--- config.mk ---
export PLATFORM = sky130hd
export DESIGN_NAME = spu_wb_sched
export DESIGN_NICKNAME = d
export VERILOG_FILES = /design/src/rtl/spu_pkg.sv /design/src/rtl/spu_wb_fifo2.sv /design/src/rtl/spu_wb_sched.sv
export SDC_FILE = /design/constraint.sdc
export NUM_CORES = 2
export LEC_CHECK = 0
export CORE_ASPECT_RATIO = 1.75
export CORE_MARGIN = 2
export CORE_UTILIZATION = 25
export DETAILED_ROUTE_END_ITERATION = 16
export HOLD_SLACK_MARGIN = 0.05
export PLACE_DENSITY = 0.4
export SYNTH_ARGS = -nofsm -noshare
export SYNTH_HDL_FRONTEND = slang
export SYNTH_SLANG_ARGS = --single-unit
export TNS_END_PERCENT = 10
--- constraint.sdc ---
create_clock -name clk -period 11.9 [get_ports clk]
set_input_delay 1.785 -clock clk [delete_from_list [all_inputs] [get_ports clk]]
set_output_delay 1.785 -clock clk [all_outputs]
set_load 0.01 [all_outputs]
--- src/rtl/spu_pkg.sv ---
// rtl/spu_pkg.sv - shared widths and writeback entry type for the SPU writeback scheduler
package spu_pkg;

  localparam int RFWIDTH = 128;
  localparam int REGBITS = 7;
  localparam int NREGS   = 1 << REGBITS;

  typedef struct packed {
    logic [REGBITS-1:0] rt;
    logic [RFWIDTH-1:0] data;
  } wb_entry_t;

  localparam int WB_ENTRY_W = $bits(wb_entry_t);

endpackage

--- src/rtl/spu_wb_fifo2.sv ---
// rtl/spu_wb_fifo2.sv - 2-entry result FIFO; an empty FIFO presents the incoming entry as its head
module spu_wb_fifo2
  import spu_pkg::*;
(
  input  logic                  clk,
  input  logic                  reset,
  input  logic                  i_push,
  input  logic [WB_ENTRY_W-1:0] i_din,
  input  logic                  i_pop,
  output logic                  o_ready,
  output logic                  o_head_valid,
  output logic [WB_ENTRY_W-1:0] o_head
);

  logic [WB_ENTRY_W-1:0] r_mem [2];
  logic                  r_rd;
  logic                  r_wr;
  logic [1:0]            r_count;

  logic w_empty;
  logic w_push;
  logic w_store;
  logic w_deq;

  assign w_empty = (r_count == 2'd0);
  assign o_ready = (r_count != 2'd2);
  assign w_push  = i_push & o_ready;
  // An entry popped straight through an empty FIFO never occupies a slot.
  assign w_store = w_push & ~(w_empty & i_pop);
  assign w_deq   = i_pop & ~w_empty;

  assign o_head_valid = ~w_empty | w_push;
  assign o_head       = w_empty ? i_din : r_mem[r_rd];

  always_ff @(posedge clk) begin
    if (w_store) r_mem[r_wr] <= i_din;
  end

  always_ff @(posedge clk or posedge reset) begin
    if (reset) begin
      r_rd    <= 1'b0;
      r_wr    <= 1'b0;
      r_count <= 2'd0;
    end else begin
      if (w_store) r_wr <= ~r_wr;
      if (w_deq)   r_rd <= ~r_rd;
      case ({w_store, w_deq})
        2'b10:   r_count <= r_count + 2'd1;
        2'b01:   r_count <= r_count - 2'd1;
        default: r_count <= r_count;
      endcase
    end
  end

endmodule

--- src/rtl/spu_wb_sched.sv ---
// rtl/spu_wb_sched.sv - register scoreboard for dual issue plus even/odd writeback arbiter
module spu_wb_sched
  import spu_pkg::*;
(
  input  logic               clk,
  input  logic               reset,
  input  logic               iss_valid_0,
  input  logic [REGBITS-1:0] iss_ra_0,
  input  logic [REGBITS-1:0] iss_rb_0,
  input  logic [REGBITS-1:0] iss_rt_0,
  input  logic               iss_valid_1,
  input  logic [REGBITS-1:0] iss_ra_1,
  input  logic [REGBITS-1:0] iss_rb_1,
  input  logic [REGBITS-1:0] iss_rt_1,
  output logic               stall,
  input  logic               wb_valid_e,
  input  logic [REGBITS-1:0] wb_rt_e,
  input  logic [RFWIDTH-1:0] wb_data_e,
  output logic               wb_ready_e,
  input  logic               wb_valid_o,
  input  logic [REGBITS-1:0] wb_rt_o,
  input  logic [RFWIDTH-1:0] wb_data_o,
  output logic               wb_ready_o,
  output logic               regwrite,
  output logic [REGBITS-1:0] wa,
  output logic [RFWIDTH-1:0] wd,
  output logic               wb_err
);

  logic [NREGS-1:0]   r_busy;
  logic               r_rr_odd;
  logic               r_regwrite;
  logic [REGBITS-1:0] r_wa;
  logic [RFWIDTH-1:0] r_wd;
  logic               r_err;

  logic             w_hz0;
  logic             w_hz1;
  logic             w_pair_dep;
  logic [NREGS-1:0] w_set;
  logic [NREGS-1:0] w_clr;

  logic      w_hv_e;
  logic      w_hv_o;
  wb_entry_t w_head_e;
  wb_entry_t w_head_o;
  logic      w_grant_e;
  logic      w_grant_o;
  logic      w_grant;
  wb_entry_t w_sel;

  assign w_hz0 = iss_valid_0 & (r_busy[iss_ra_0] | r_busy[iss_rb_0] | r_busy[iss_rt_0]);
  assign w_pair_dep = iss_valid_0 &
                      ((iss_rt_0 == iss_ra_1) | (iss_rt_0 == iss_rb_1) | (iss_rt_0 == iss_rt_1));
  assign w_hz1 = iss_valid_1 &
                 (r_busy[iss_ra_1] | r_busy[iss_rb_1] | r_busy[iss_rt_1] | w_pair_dep);
  assign stall = w_hz0 | w_hz1;

  always_comb begin
    w_set = '0;
    w_clr = '0;
    if (!stall && iss_valid_0) w_set[iss_rt_0] = 1'b1;
    if (!stall && iss_valid_1) w_set[iss_rt_1] = 1'b1;
    // Busy drops on the edge where the regfile actually commits the write.
    if (r_regwrite) w_clr[r_wa] = 1'b1;
  end

  spu_wb_fifo2 u_fifo_e (
    .clk          (clk),
    .reset        (reset),
    .i_push       (wb_valid_e),
    .i_din        ({wb_rt_e, wb_data_e}),
    .i_pop        (w_grant_e),
    .o_ready      (wb_ready_e),
    .o_head_valid (w_hv_e),
    .o_head       (w_head_e)
  );

  spu_wb_fifo2 u_fifo_o (
    .clk          (clk),
    .reset        (reset),
    .i_push       (wb_valid_o),
    .i_din        ({wb_rt_o, wb_data_o}),
    .i_pop        (w_grant_o),
    .o_ready      (wb_ready_o),
    .o_head_valid (w_hv_o),
    .o_head       (w_head_o)
  );

  assign w_grant_e = w_hv_e & (~w_hv_o | ~r_rr_odd);
  assign w_grant_o = w_hv_o & ~w_grant_e;
  assign w_grant   = w_grant_e | w_grant_o;
  assign w_sel     = w_grant_e ? w_head_e : w_head_o;

  always_ff @(posedge clk or posedge reset) begin
    if (reset) begin
      r_busy     <= '0;
      r_rr_odd   <= 1'b0;
      r_regwrite <= 1'b0;
      r_wa       <= '0;
      r_wd       <= '0;
      r_err      <= 1'b0;
    end else begin
      r_busy     <= (r_busy & ~w_clr) | w_set;
      r_regwrite <= w_grant;
      if (w_hv_e && w_hv_o) r_rr_odd <= ~r_rr_odd;
      if (w_grant) begin
        r_wa <= w_sel.rt;
        r_wd <= w_sel.data;
        if (!r_busy[w_sel.rt]) r_err <= 1'b1;
      end
    end
  end

  assign regwrite = r_regwrite;
  assign wa       = r_wa;
  assign wd       = r_wd;
  assign wb_err   = r_err;

endmodule

==> results.py <==
metrics = {
    "die": {
        "core-area_mm2": 0.163,
        "die_w_um": 310,
        "num_rows": 196,
        "top_level_ports": 458,
        "initial_core_util": 0.252,
        "die_height_um": 539,
        "dieArea_mm2": 0.167,
    },
    "drt": {
        "ant_nets": 0,
        "routed_wl_um": 194000,
        "drt_pass1_iterations": 8,
        "wire_per_inst_um": 33.3,
        "drtIter0Drc": 3140,
        "post-route-drc-count": 0,
        "vias": 32500,
        "viasPerCell": 5.59,
    },
    "place": {
        "dp_hpwl_um": 125000,
        "gp_congestion": 0.978,
        "numPortBuffers": 457,
    },
    "yosys": {
        "synth_top_cell_area_share": 0.396,
        "synth_most_common_cell": "edfxtp_1",
        "synth_commonest_cells": "540 x edfxtp_1, 376 x mux2i_1, 274 x dfrtp_1",
        "syn-cell-area_mm2": 0.0410,
        "synth_seq_cells": 814,
        "syn_inst": 3184,
        "syn-mean-instance-area_um2": 12.9,
        "synth_area_leader_cell": "edfxtp_1",
        "synth-main-ff-cell": "edfxtp_1",
        "syn-num-nets": 3504,
        "synth_cell_types": 77,
        "synth-async-reset-ratio": 0.337,
        "synth_warnings": 0,
        "ys_seq_area_frac": 0.563,
        "synthTopCellsByArea": "edfxtp_1 40%, dfrtp_1 17%, mux2i_1 9.2%",
        "synth_edf_count": 540,
    },
    "sta": {
        "layout_min_cycle_time_ps": 8520,
        "tns_ps": 0,
        "maxSlewViolCount": 0,
        "slew_headroom": 0.0397,
        "hold_viol": 0,
        "rsz0062_at_grt": "no",
        "hold_ws_ps": 530,
        "fin_skew_ps": 43.7,
        "fin_crit_sh": 0.716,
        "fmax_mhz": 117,
        "setup_viol": 0,
        "worstMarginPinSlew_ps": 1430,
    },
    "global_routing": {
        "grt_pass1_wl_um": 268000,
        "grt_usage": 0.227,
        "gr-total-overflow": 0,
        "grt_start_max_net_pins": 136,
        "antenna_found_initial": 77,
        "grt_pass1_vias": 33300,
    },
    "clock_tree": {
        "clkSinkCount": 814,
        "clock_latency_ps": 680,
        "clockRootBuffer": "clkbuf_16",
        "htreeDepth": 3,
        "cts_setup_buffers": 0,
        "clkTransAtPathRegs_ps": 60,
        "cts_tree": "built",
        "cts_resized": 0,
        "cts_hold_buf": 0,
        "numCtsBuffers": 82,
        "cts_buffer_depth": 3,
    },
    "final_layout": {
        "seq_area_mm2": 0.0231,
        "nFillCells": 16500,
        "multi_input_area_mm2": 0.0168,
        "syn_to_final_growth_pct": 24.2,
        "nNetsFinal": 3874,
        "drive_gt1_frac": 0.125,
    },
    "worst_setup_path": {
        "cp.required_ps": 10120,
        "endpoint_kind": "primary output",
        "worstPathMaxFanout": 37,
        "critical_path_class": "in -> out",
        "crit_arrival_ps": 6740,
        "critPathLaunchType": "primary input",
    },
    "power_and_ir_drop": {
        "p_per_area_mw_per_mm2": 274,
        "power_leakage_nw": 17.6,
        "total_power_mw": 14.0,
        "irDropWorstVdd_mv": 0.172,
    },
    "status": {
        "status": "complete, no violations",
    },
    "run": {
        "cap_violations": 0,
    },
    "min_path": {
        "hp-class": "reg -> reg",
    },
}
-- state kept, by name, indices dropped and copies added, names as in the netlist --
signal            count
regwrite              1
wa                    7
wd                  128
wb_err                1
u_fifo_o.r_count      2
u_fifo_o.r_wr         1
u_fifo_e.r_wr         1
u_fifo_o.r_rd         1
u_fifo_e.r_count      2
r_rr_odd              1
u_fifo_o.r_mem      270
r_busy              128
u_fifo_e.r_rd         1
u_fifo_e.r_mem      270
-- cell families after synthesis --
family | after synthesis | synth area share
adders and majority gates | 2 | 0.000611
DFF | 814 | 0.563
muxes | 552 | 0.176
xor gates and xnor gates | 32 | 0.00684
buffers and inverters | 288 | 0.0286
AOI/OAI and AO/OA | 926 | 0.156
and+or+nand+nor | 570 | 0.0687
-- where the power goes --
group,switching (mW),internal [mW]
combinational,3.43,2.46
sequential,1.28,4.04
clock,1.21,1.53
-- critical path, stage by stage --
cell	delay, ps
clkdlybuf4s50_1	460
buf_4	430
inv_1	520
a221oi_1	340
o21ai_0	130
nor4bb_1	140
a211oi_1	900
nand4_1	420
o31ai_4	280
buf_4	470
o21ai_0	240
clkdlybuf4s50_1	540
-- through the flow --
stage | util | cells | cell area, µm² | setup WS (ps)
after floorplan | - | 3184 | 41000 | 2560
after global placement | 0.295 | 5647 | 48000 | 3570
after detailed placement | 0.295 | 5647 | 48000 | 3580
after CTS | 0.312 | 5801 | 50800 | 3570
after global routing | 0.312 | 5808 | 50800 | 3350
final | 0.312 | 5819 | 50900 | 3380
-- cell type report --
class	count	area share
Clock buffer	108	0.0442
Tap cell	2178	0.0536
Inverter	24	0.00207
Clock inverter	46	0.0116
Timing Repair Buffer	550	0.104
Antenna cell	17	0.000836
Multi-Input combinational cell	2082	0.330
Sequential cell	814	0.454
-- routing by layer --
metal  vias to the layer above  part of all wire  GRT usage
li1                      13700                 -          -
met3                       664              0.11     0.0984
met2                      1746              0.47      0.367
met1                     16300              0.35      0.244
met5                         -            0.0039   0.000883
met4                       116             0.071      0.133
-- final timing paths --
path                                  startpoint                     to  slack, ps  cells after the start
max                                  iss_rt_0[0]                  stall       3380                     12
min                           wd[36]$_DFFE_PP0P_     wd[36]$_DFFE_PP0P_        530                      2
max reg2reg                r_busy[103]$_DFF_PP0_  r_busy[126]$_DFF_PP0_       6960                     11
min reg2reg                   wd[36]$_DFFE_PP0P_     wd[36]$_DFFE_PP0P_        530                      2
max in group asynchronous                  reset   r_busy[56]$_DFF_PP0_       8490                      3
min in group asynchronous                  reset     wd[55]$_DFFE_PP0P_       1720                      2
-- cells in the final DEF, fill, tap and decap left out, drive strengths merged, types with 12 or more instances in the layout --
| master | n |
|---|---|
| clkdlybuf4s50 | 446 |
| mux2i | 376 |
| nand2b | 13 |
| a211oi | 17 |
| o21ai | 148 |
| nor2b | 42 |
| diode | 17 |
| a21oi | 176 |
| xnor2 | 21 |
| nand4 | 53 |
| dfrtp | 274 |
| clkinv | 36 |
| a221oi | 167 |
| buf | 103 |
| nor2 | 208 |
| nand2 | 121 |
| inv | 23 |
| a22oi | 48 |
| mux2 | 47 |
| o221ai | 108 |
| mux4 | 129 |
| and2 | 12 |
| edfxtp | 540 |
| nand3 | 49 |
| nor3 | 23 |
| o211ai | 40 |
| o22ai | 139 |
| clkbuf | 109 |
| a31oi | 14 |
No activity file was read; power rests on OpenSTA's default activity.
